==> src/rtl/aud_dsp_rate.sv <==
// aud_dsp_rate: variable-rate sample playback engine sitting between the SRAM
// reader and the I2S DAC serializer. One output sample per DAC LR-clock falling
// edge; fast mode skips F-1 samples, slow mode repeats or linearly interpolates.
// Optional feature macro: AUD_DSP_LOOP_EN (end of window restarts at the start
// address instead of returning to IDLE).
module aud_dsp_rate #(
    parameter int DW      = 16,
    parameter int AW      = 20,
    parameter int SPEED_W = 3
) (
    input  logic               i_clk,
    input  logic               i_rst_n,
    input  logic               i_start,
    input  logic               i_pause,
    input  logic               i_stop,
    input  logic               i_fast,
    input  logic               i_interpolation,
    input  logic [SPEED_W-1:0] i_speed,
    input  logic [AW-1:0]      i_start_addr,
    input  logic [AW-1:0]      i_end_addr,
    input  logic               i_daclrck,
    input  logic [DW-1:0]      i_sram_data,
    output logic [AW-1:0]      o_sram_addr,
    output logic [DW-1:0]      o_dac_data,
    output logic               o_busy,
    output logic               o_done
);
    localparam int PW = DW + 1 + SPEED_W;   // |s1-s0| * k magnitude width
    localparam int FW = SPEED_W + 1;        // rate factor F = 1..2**SPEED_W
    localparam int CW = $clog2(PW + 1);

    typedef enum logic [2:0] {
        ST_IDLE  = 3'd0,
        ST_PAUSE = 3'd1,
        ST_WAIT  = 3'd2,
        ST_RD0   = 3'd3,
        ST_RD1   = 3'd4,
        ST_CALC  = 3'd5,
        ST_OUT   = 3'd6
    } state_t;

    // Clamp a DW+2 bit signed value into the DW bit signed range.
    function automatic logic [DW-1:0] sat_fn(input logic [DW+1:0] v);
        logic [DW-1:0] r;
        if (!v[DW+1] && (v[DW] || v[DW-1])) begin
            r = {1'b0, {(DW-1){1'b1}}};
        end else if (v[DW+1] && !(v[DW] && v[DW-1])) begin
            r = {1'b1, {(DW-1){1'b0}}};
        end else begin
            r = v[DW-1:0];
        end
        return r;
    endfunction

    state_t               state_q, state_d;
    logic                 lrck_q;
    logic                 fast_q, fast_d, interp_q, interp_d;
    logic [SPEED_W-1:0]   speed_q, speed_d, k_q, k_d;
    logic [AW-1:0]        end_q, end_d, n_q, n_d, addr_q, addr_d;
`ifdef AUD_DSP_LOOP_EN
    logic [AW-1:0]        loop_addr_q, loop_addr_d;
`endif
    logic [DW-1:0]        s0_q, s0_d, dac_q, dac_d;
    logic                 pend_q, pend_d, done_q, done_d, busy_q, busy_d;
    logic [PW-1:0]        quo_q, quo_d;
    logic [FW-1:0]        rem_q, rem_d;
    logic                 neg_q, neg_d;
    logic [CW-1:0]        cnt_q, cnt_d;

    logic                 event_s, ge_s, k_wrap_s, adv_s, eow_s;
    logic [FW-1:0]        f_s, rem_sh_s;
    logic [DW:0]          diff_s, diff_mag_s;
    logic [PW-1:0]        prod_s;
    logic [DW+1:0]        q_ext_s, sum_s;
    logic [DW-1:0]        val_s;
    logic [AW:0]          n_sum_s;
    logic [AW-1:0]        n1_s;

    // Datapath helpers: event detect, interpolation arithmetic, divider step, address advance.
    always_comb begin
        event_s    = lrck_q & ~i_daclrck;
        f_s        = {1'b0, speed_q} + {{SPEED_W{1'b0}}, 1'b1};
        diff_s     = {i_sram_data[DW-1], i_sram_data} - {s0_q[DW-1], s0_q};
        diff_mag_s = diff_s[DW] ? (~diff_s + {{DW{1'b0}}, 1'b1}) : diff_s;
        prod_s     = PW'(diff_mag_s) * PW'(k_q);
        rem_sh_s   = {rem_q[SPEED_W-1:0], quo_q[PW-1]};
        ge_s       = (rem_sh_s >= f_s);
        q_ext_s    = {1'b0, quo_q[DW:0]};
        if (neg_q) begin
            q_ext_s = ~q_ext_s + {{(DW+1){1'b0}}, 1'b1};
        end else begin
            q_ext_s = q_ext_s;
        end
        sum_s      = {{2{s0_q[DW-1]}}, s0_q} + q_ext_s;
        val_s      = (interp_q && !fast_q) ? sat_fn(sum_s) : s0_q;
        n1_s       = (n_q >= end_q) ? end_q : (n_q + {{(AW-1){1'b0}}, 1'b1});
        k_wrap_s   = (({1'b0, k_q} + {{SPEED_W{1'b0}}, 1'b1}) >= f_s);
        adv_s      = fast_q | k_wrap_s;
        if (fast_q) begin
            n_sum_s = {1'b0, n_q} + {{(AW+1-FW){1'b0}}, f_s};
        end else begin
            n_sum_s = {1'b0, n_q} + {{AW{1'b0}}, 1'b1};
        end
        eow_s      = adv_s & (n_sum_s[AW] | (n_sum_s[AW-1:0] > end_q));
    end

    // Playback FSM: next state, fetch/compute sequencing and output updates.
    always_comb begin
        state_d  = state_q;
        fast_d   = fast_q;
        interp_d = interp_q;
        speed_d  = speed_q;
        end_d    = end_q;
`ifdef AUD_DSP_LOOP_EN
        loop_addr_d = loop_addr_q;
`endif
        n_d      = n_q;
        k_d      = k_q;
        addr_d   = addr_q;
        s0_d     = s0_q;
        dac_d    = dac_q;
        pend_d   = pend_q;
        done_d   = 1'b0;
        quo_d    = quo_q;
        rem_d    = rem_q;
        neg_d    = neg_q;
        cnt_d    = cnt_q;
        case (state_q)
            ST_IDLE: begin
                if (event_s) begin
                    dac_d = {DW{1'b0}};
                end else begin
                    dac_d = dac_q;
                end
                if (i_start && !i_pause) begin
                    fast_d   = i_fast;
                    interp_d = i_interpolation;
                    speed_d  = i_speed;
                    end_d    = i_end_addr;
`ifdef AUD_DSP_LOOP_EN
                    loop_addr_d = i_start_addr;
`endif
                    n_d      = i_start_addr;
                    k_d      = {SPEED_W{1'b0}};
                    pend_d   = 1'b0;
                    state_d  = ST_WAIT;
                end else begin
                    state_d  = ST_IDLE;
                end
            end
            ST_PAUSE: begin
                if (i_start && !i_pause) begin
                    fast_d   = i_fast;
                    interp_d = i_interpolation;
                    speed_d  = i_speed;
                    state_d  = ST_WAIT;
                end else begin
                    state_d  = ST_PAUSE;
                end
            end
            ST_WAIT: begin
                if (pend_q || i_pause) begin
                    dac_d   = {DW{1'b0}};
                    pend_d  = 1'b0;
                    state_d = ST_PAUSE;
                end else if (event_s) begin
                    addr_d  = n_q;
                    state_d = ST_RD0;
                end else begin
                    state_d = ST_WAIT;
                end
            end
            ST_RD0: begin
                pend_d  = pend_q | i_pause;
                addr_d  = n1_s;
                state_d = ST_RD1;
            end
            ST_RD1: begin
                pend_d  = pend_q | i_pause;
                s0_d    = i_sram_data;
                cnt_d   = {CW{1'b0}};
                state_d = ST_CALC;
            end
            ST_CALC: begin
                pend_d = pend_q | i_pause;
                if (cnt_q == {CW{1'b0}}) begin
                    // s1 arrives this cycle; load the divider with |s1-s0|*k
                    if (interp_q && !fast_q) begin
                        quo_d = prod_s;
                        rem_d = {FW{1'b0}};
                        neg_d = diff_s[DW];
                        cnt_d = {{(CW-1){1'b0}}, 1'b1};
                    end else begin
                        state_d = ST_OUT;
                    end
                end else begin
                    quo_d = {quo_q[PW-2:0], ge_s};
                    rem_d = ge_s ? (rem_sh_s - f_s) : rem_sh_s;
                    cnt_d = cnt_q + {{(CW-1){1'b0}}, 1'b1};
                    if (cnt_q == CW'(PW)) begin
                        state_d = ST_OUT;
                    end else begin
                        state_d = ST_CALC;
                    end
                end
            end
            ST_OUT: begin
                pend_d = pend_q | i_pause;
                dac_d  = val_s;
                if (fast_q) begin
                    k_d = k_q;
                end else if (k_wrap_s) begin
                    k_d = {SPEED_W{1'b0}};
                end else begin
                    k_d = k_q + {{(SPEED_W-1){1'b0}}, 1'b1};
                end
                if (adv_s) begin
                    n_d = n_sum_s[AW-1:0];
                end else begin
                    n_d = n_q;
                end
                if (eow_s) begin
                    done_d  = 1'b1;
`ifdef AUD_DSP_LOOP_EN
                    n_d     = loop_addr_q;
                    k_d     = {SPEED_W{1'b0}};
                    state_d = ST_WAIT;
`else
                    pend_d  = 1'b0;
                    state_d = ST_IDLE;
`endif
                end else begin
                    state_d = ST_WAIT;
                end
            end
            default: begin
                state_d = ST_IDLE;
            end
        endcase
        if (i_stop) begin
            state_d = ST_IDLE;
            dac_d   = {DW{1'b0}};
            addr_d  = i_start_addr;
            pend_d  = 1'b0;
            done_d  = 1'b0;
        end else begin
            pend_d  = pend_d;
        end
        busy_d = (state_d != ST_IDLE);
    end

    // State and datapath registers with asynchronous active-low reset.
    always_ff @(posedge i_clk or negedge i_rst_n) begin
        if (!i_rst_n) begin
            state_q  <= ST_IDLE;
            lrck_q   <= 1'b0;
            fast_q   <= 1'b0;
            interp_q <= 1'b0;
            speed_q  <= {SPEED_W{1'b0}};
            end_q    <= {AW{1'b0}};
`ifdef AUD_DSP_LOOP_EN
            loop_addr_q <= {AW{1'b0}};
`endif
            n_q      <= {AW{1'b0}};
            k_q      <= {SPEED_W{1'b0}};
            addr_q   <= {AW{1'b0}};
            s0_q     <= {DW{1'b0}};
            dac_q    <= {DW{1'b0}};
            pend_q   <= 1'b0;
            done_q   <= 1'b0;
            busy_q   <= 1'b0;
            quo_q    <= {PW{1'b0}};
            rem_q    <= {FW{1'b0}};
            neg_q    <= 1'b0;
            cnt_q    <= {CW{1'b0}};
        end else begin
            state_q  <= state_d;
            lrck_q   <= i_daclrck;
            fast_q   <= fast_d;
            interp_q <= interp_d;
            speed_q  <= speed_d;
            end_q    <= end_d;
`ifdef AUD_DSP_LOOP_EN
            loop_addr_q <= loop_addr_d;
`endif
            n_q      <= n_d;
            k_q      <= k_d;
            addr_q   <= addr_d;
            s0_q     <= s0_d;
            dac_q    <= dac_d;
            pend_q   <= pend_d;
            done_q   <= done_d;
            busy_q   <= busy_d;
            quo_q    <= quo_d;
            rem_q    <= rem_d;
            neg_q    <= neg_d;
            cnt_q    <= cnt_d;
        end
    end

    assign o_sram_addr = addr_q;
    assign o_dac_data  = dac_q;
    assign o_busy      = busy_q;
    assign o_done      = done_q;
endmodule

==> config.mk <==
export PLATFORM = sky130hd
export DESIGN_NAME = aud_dsp_rate
export DESIGN_NICKNAME = d
export VERILOG_FILES = /design/src/rtl/aud_dsp_rate.sv
export SDC_FILE = /design/constraint.sdc
export NUM_CORES = 1
export LEC_CHECK = 0
export ABC_AREA = 1
export CAP_MARGIN = 20
export CELL_PAD_IN_SITES_DETAIL_PLACEMENT = 0
export CELL_PAD_IN_SITES_GLOBAL_PLACEMENT = 1
export CORE_MARGIN = 4
export CORE_UTILIZATION = 43
export DETAILED_ROUTE_END_ITERATION = 10
export PLACE_DENSITY = 0.83
export SYNTH_ARGS = -nofsm -noshare
export SYNTH_HDL_FRONTEND = slang
export SYNTH_SLANG_ARGS = --single-unit
==> constraint.sdc <==
create_clock -name i_clk -period 5.4 [get_ports i_clk]
set_input_delay 1.08 -clock i_clk [delete_from_list [all_inputs] [get_ports i_clk]]
set_output_delay 1.08 -clock i_clk [all_outputs]
set_load 0.02 [all_outputs]
---- Word level (Yosys, flattened, before mapping) ----
Index checks and enable logic that the tools add are counted.
storage, ports and cells
  bits in registers ....................... 136
  input bits .............................. 67
  output and inout bits ................... 38
  word-level logic and storage cells ...... 139
operators by class
  add/sub/neg operators ................... 12
  multipliers ............................. 1
  order comparisons ....................... 4
  equality and inequality tests ........... 17
  muxes and demuxes ....................... 48
  bitwise operators ....................... 8
  reductions and logical operators ........ 31
operators by type and width
  kind                                            number
  two-way mux 20 bit                              8
  two-way mux 16 bit                              6
  one-hot mux 20 bit (2 select lines)             2
  one-hot mux 16 bit (3 select lines)             1
  two-way mux 3 bit                               9
  adder 20 x 1 -> 21 bit (second input constant)  1
  adder 20 x 4 -> 21 bit                          1
  two-way mux 21 bit                              1
  one-hot mux 3 bit (7 select lines)              1
  adder 20 x 1 -> 20 bit (second input constant)  1
  >= comparator 20 bit                            1
  greater-than comparator 20 bit                  1
  multiplier 17 x 3 -> 20 bit                     1
  adder 18 x 1 -> 18 bit (second input constant)  1
  adder 18 bit                                    1
  two-way mux 18 bit                              1
  != test 3 bit (second input constant)           6
  NOT 17 -> 18 bit                                1
  AND reduction 3 bit                             6
  adder 17 x 1 -> 17 bit (second input constant)  1
  two-way mux 17 bit                              1
  NOT 17 bit                                      1
  subtractor 16 x 16 -> 17 bit                    1
  two-way mux 2 bit                               5
  30 further kinds                                62

---- Depth between registers and ports, before layout ----
  depth after elaboration ................. 12
  depth in mapped cells ................... 30
  gate-level depth less buffers ........... 30

---- Worst setup path after synthesis ----
No wires, ideal clock.
  path kind ............................... input to register
  start point ............................. input i_sram_data[0]
  end point ............................... register quo_q[12]
  setup time .............................. 0.123 ns
  arrival ................................. 4.971 ns
  required time ........................... 5.277 ns
  setup slack ............................. 0.306 ns
  stages .................................. 28
  buffers on the path ..................... 0
  cell sequence ........................... inv_1 -> ha_1 -> inv_1 -> fa_1 -> nand3_1 -> nand3_2 -> nand2_2 -> nand2_1 -> nand3b_1 -> nand2_1 -> nand2_1 -> nand2_2 -> nand2_1 -> o21ai_0 -> or2_2 -> fa_1 -> inv_1 -> ha_1 -> inv_1 -> fa_1 -> nand3b_1 -> nand2_1 -> a21boi_0 -> o21ai_0 -> a31oi_1 -> xnor2_1 -> o21ai_0 -> nand2_1
on the way
  word-level cells in the longest chain between the ends .. 7
ends and longest elaborated chain
  element                           line  text
  start: declaration                22    input logic [DW-1:0] i_sram_data,
  subtractor 16 x 16 -> 17 bit (*)  83    diff_s = {i_sram_data[DW-1], i_sram_data} - {s0_q[DW-1], s0_q};
  NOT 17 bit                        84    diff_mag_s = diff_s[DW] ? (~diff_s + {{DW{1'b0}}, 1'b1}) : diff_s;
  adder 17 x 1 -> 17 bit            84
  two-way mux 17 bit (*)            84
  multiplier 17 x 3 -> 20 bit (*)   85    prod_s = PW'(diff_mag_s) * PW'(k_q);
  two-way mux 20 bit (*)            188   if (interp_q && !fast_q) begin
  two-way mux 20 bit (*)            186   if (cnt_q == {CW{1'b0}}) begin
  end signal: assignment            272   quo_q <= {PW{1'b0}};
  end signal: assignment            294   quo_q <= quo_d;
  end: declaration                  65    logic [PW-1:0] quo_q, quo_d;
Mark *: on every way between the ends. The rest lies on a longest branch, timed or not. The select of a mux whose other input is x is not followed.
A chain may end at the register's enable or synchronous reset.

---- Worst setup path in the final report ----
  start point ............................. input i_sram_data[0]
  end point ............................... register quo_q[16]
The elaborated chain is that of the path after synthesis.

==> reports/qor.txt <==
status: complete, no violations
area share of the largest cell type after synthesis: 26.7%
synthesized instance count: 1861
clk sinks: 136
Pre-Repair DR Iteration Count: 5
routed via count: 12900
slew of the pin with the lowest slew margin: 0.885 ns
initial antenna violation count: 0
total grt overflow: 0
total track usage: 24.4%
residual DRC count: 0
Max Slew Vio Count: 0
WP data required: 5.77 ns
Num CTS Buffers: 17
Inst Count DP: 2416
most frequent cells in the layout: nand2_1, inv_1, a21oi_1
Worst Path Max Fanout: 4
R2R depth: 27
height of the die: 180 um
final instance area: 0.0157 mm2
Syn Nets: 2059
top cells by area, synth: dfrtp_1, nand2_1, ha_1
reg2reg end: o_busy
crit start category: primary input
Post-Route WL: 40000 um
unrepaired setup endpoints after global routing: false
average cell area after synthesis: 6.85 um2
P_leak: 8.04 nW
post-synth top area cell: dfrtp_1
H-tree depth: 4
final hold viol count: 0
Max-slew headroom: 40.8%
Arrival @ worst endpoint: 5.47 ns
post-synth cell types: 53
Tcrit/Tclk final: 94.4%
min cycle time layout: 5.10 ns
pwr/cell area: 350 mW/mm2
pin count of the biggest net entering global routing: 62
DR vias/cell: 5.24
peak supply drop: 215 uV
CTS Hold Bufs: 0
Root Buffer: clkbuf_16
Clock transition at path regs: 0.06 ns
I/O pin count: 105
n_diodes: 0
post-synthesis sequential area ratio: 26.7%
Initial Util: 44.0%
YS warnings: 0
WS Path Type: in2reg
Worst Setup SP: i_sram_data[0]
DP Area: 0.0149 mm2
first-pass GRT wire length: 64900 um
Clock Latency Late Sink: 0.43 ns
Synth Register Bits: 136
fin cells: 2452
Final Skew: 0.00889 ns
Post-DRT Antenna Nets: 0
Worst R2R Setup Slack: 0.79 ns
Crit. End Element: register
core area: 0.0290 mm2
nets: 2253
Reg-to-Reg Start: speed_q[0]
FILL cells: 2922
crit path capture: quo_q[16]
Final Setup Violations: 0
worst hold path type: reg2reg
DRT iter0 DRCs: 906
maximum clock path buffer count: 2
fmax: 0.196 GHz
CTS tree: done
multi-input combinational cell area: 0.00836 mm2
die width: 180 um
commonest non-fill, non-tap cell in the layout: nand2_1
# Max-Cap Violations: 0
P&R area growth vs syn: 23.3%
share of layout cells above drive strength 1: 12.3%
HPWL after DPL: 31600 um
Die ar.: 0.0325 mm2
FF+latch area: 0.00340 mm2
number of global-route vias before repair: 12400
IO Port Bufs: 104
wire per inst: 16.3 um
gp weighted congestion: 0.945
Synth Cell Area: 0.0128 mm2
Row Count: 62
setup TNS: 0 ns
-- cell usage after synthesis, drive strengths merged --
cell / n
nand2: 524
inv: 251
nor2: 155
a21oi: 149
dfrtp: 136
o21ai: 122
nand3: 117
ha: 111
xor2: 69
clkbuf: 32
nand4: 28
fa: 20
o211ai: 18
buf: 17
xnor2: 17
nor3: 16
o22ai: 16
a22oi: 14
a31oi: 7
or2: 7
nor4: 6
nand3b: 5
and2: 4
a21boi: 3
a21o: 3
o21bai: 3
clkinv: 2
o31ai: 2
a31o: 1
a32o: 1
a41oi: 1
and3: 1
mux2i: 1
nor3b: 1
o21a: 1
-- per-layer routing --
| metal | vias to the layer above | GRT usage (%) | part of all wire [%] |
|---|---|---|---|
| li1 | 6453 | - | - |
| met1 | 6008 | 36.8 | 48 |
| met2 | 362 | 37.5 | 44 |
| met3 | 37 | 3.51 | 5.9 |
| met4 | 0 | 4.72 | 1.5 |
| met5 | - | 0 | 0 |
-- flip-flops by register name (all words and copies together) (netlist names) --
signal	cells
cnt_q	5
end_q	20
fast_q	1
interp_q	1
k_q	3
lrck_q	1
n_q	20
neg_q	1
o_busy	1
o_dac_data	16
o_done	1
o_sram_addr	20
pend_q	1
quo_q	20
rem_q	3
s0_q	16
speed_q	3
state_q	3
-- worst min-delay path by stage --
stage,startpoint,end,cells past startpoint
floorplan,interp_q,interp_q,2
global placement,interp_q,interp_q,2
detailed placement,interp_q,interp_q,2
CTS,interp_q,interp_q,2
global route,o_sram_addr[19],o_sram_addr[19],2
finish,o_dac_data[10],o_dac_data[10],2
-- critical path, stage by stage --
cell and delay [ns]:
clkdlybuf4s50_1 0.39, inv_1 0.07, ha_1 0.14, inv_1 0.06, fa_2 0.38, buf_4 0.16, nand2_1 0.07, nand3_2 0.09
xnor2_2 0.21, buf_4 0.17, nand3_2 0.09, nor2_2 0.12, nand4_1 0.11, nand4_1 0.18, nand3_1 0.12, fa_1 0.49
inv_1 0.04, ha_1 0.34, a21o_1 0.21, nand3_1 0.06, nand4_1 0.16, a31o_2 0.24, or2_2 0.27, nand3_1 0.09
nand2_1 0.06, nand2_1 0.05
-- logic make-up (layout without fill, tap and decap cells) --
kind of cell    after synthesis  count (layout)  share of synthesized area, %
buf+inv                     302             509                          9.19
mux                           1               1                        0.0785
simple gates                864             864                          29.1
compound gates              341             341                          14.8
fa+ha+maj                   131             131                          14.0
flops                       136             136                          26.7
xor+xnor                     86              86                          6.20
-- area by class of cell --
type	instances	share of cell area, %
Clock buffer	19	2.82
Clock inverter	13	0.827
Inverter	253	6.05
Multi-Input combinational cell	1423	53.1
Sequential cell	136	21.6
Tap cell	384	3.05
Timing Repair Buffer	224	12.5
-- repair_timing --
action                     in CTS  in global routing
setup endpoints to repair       0                 13
setup buffers                   0                  3
resized for setup               0                 42
-- through the flow --
| step | worst slack, ns | power (mW) | hold WS, ns | util [%] |
|---|---|---|---|---|
| after floorplan | 0.306 | 3.12 | 0.442 | - |
| after global placement | -0.231 | 4.18 | 0.461 | 51.5 |
| after detailed placement | -0.387 | 4.21 | 0.465 | 51.5 |
| after CTS | 0.0549 | 5.40 | 0.480 | 53.5 |
| after global routing | 0.000588 | 5.92 | 0.512 | 54.2 |
| final | 0.303 | 5.50 | 0.476 | 54.2 |
-- power breakdown --
group          switching, mW  internal (mW)  leakage, nW
clock network          0.473          0.687        0.278
logic                   1.83           1.22         6.14
registers              0.134           1.16         1.62
No activity file was read; power rests on OpenSTA's default activity.
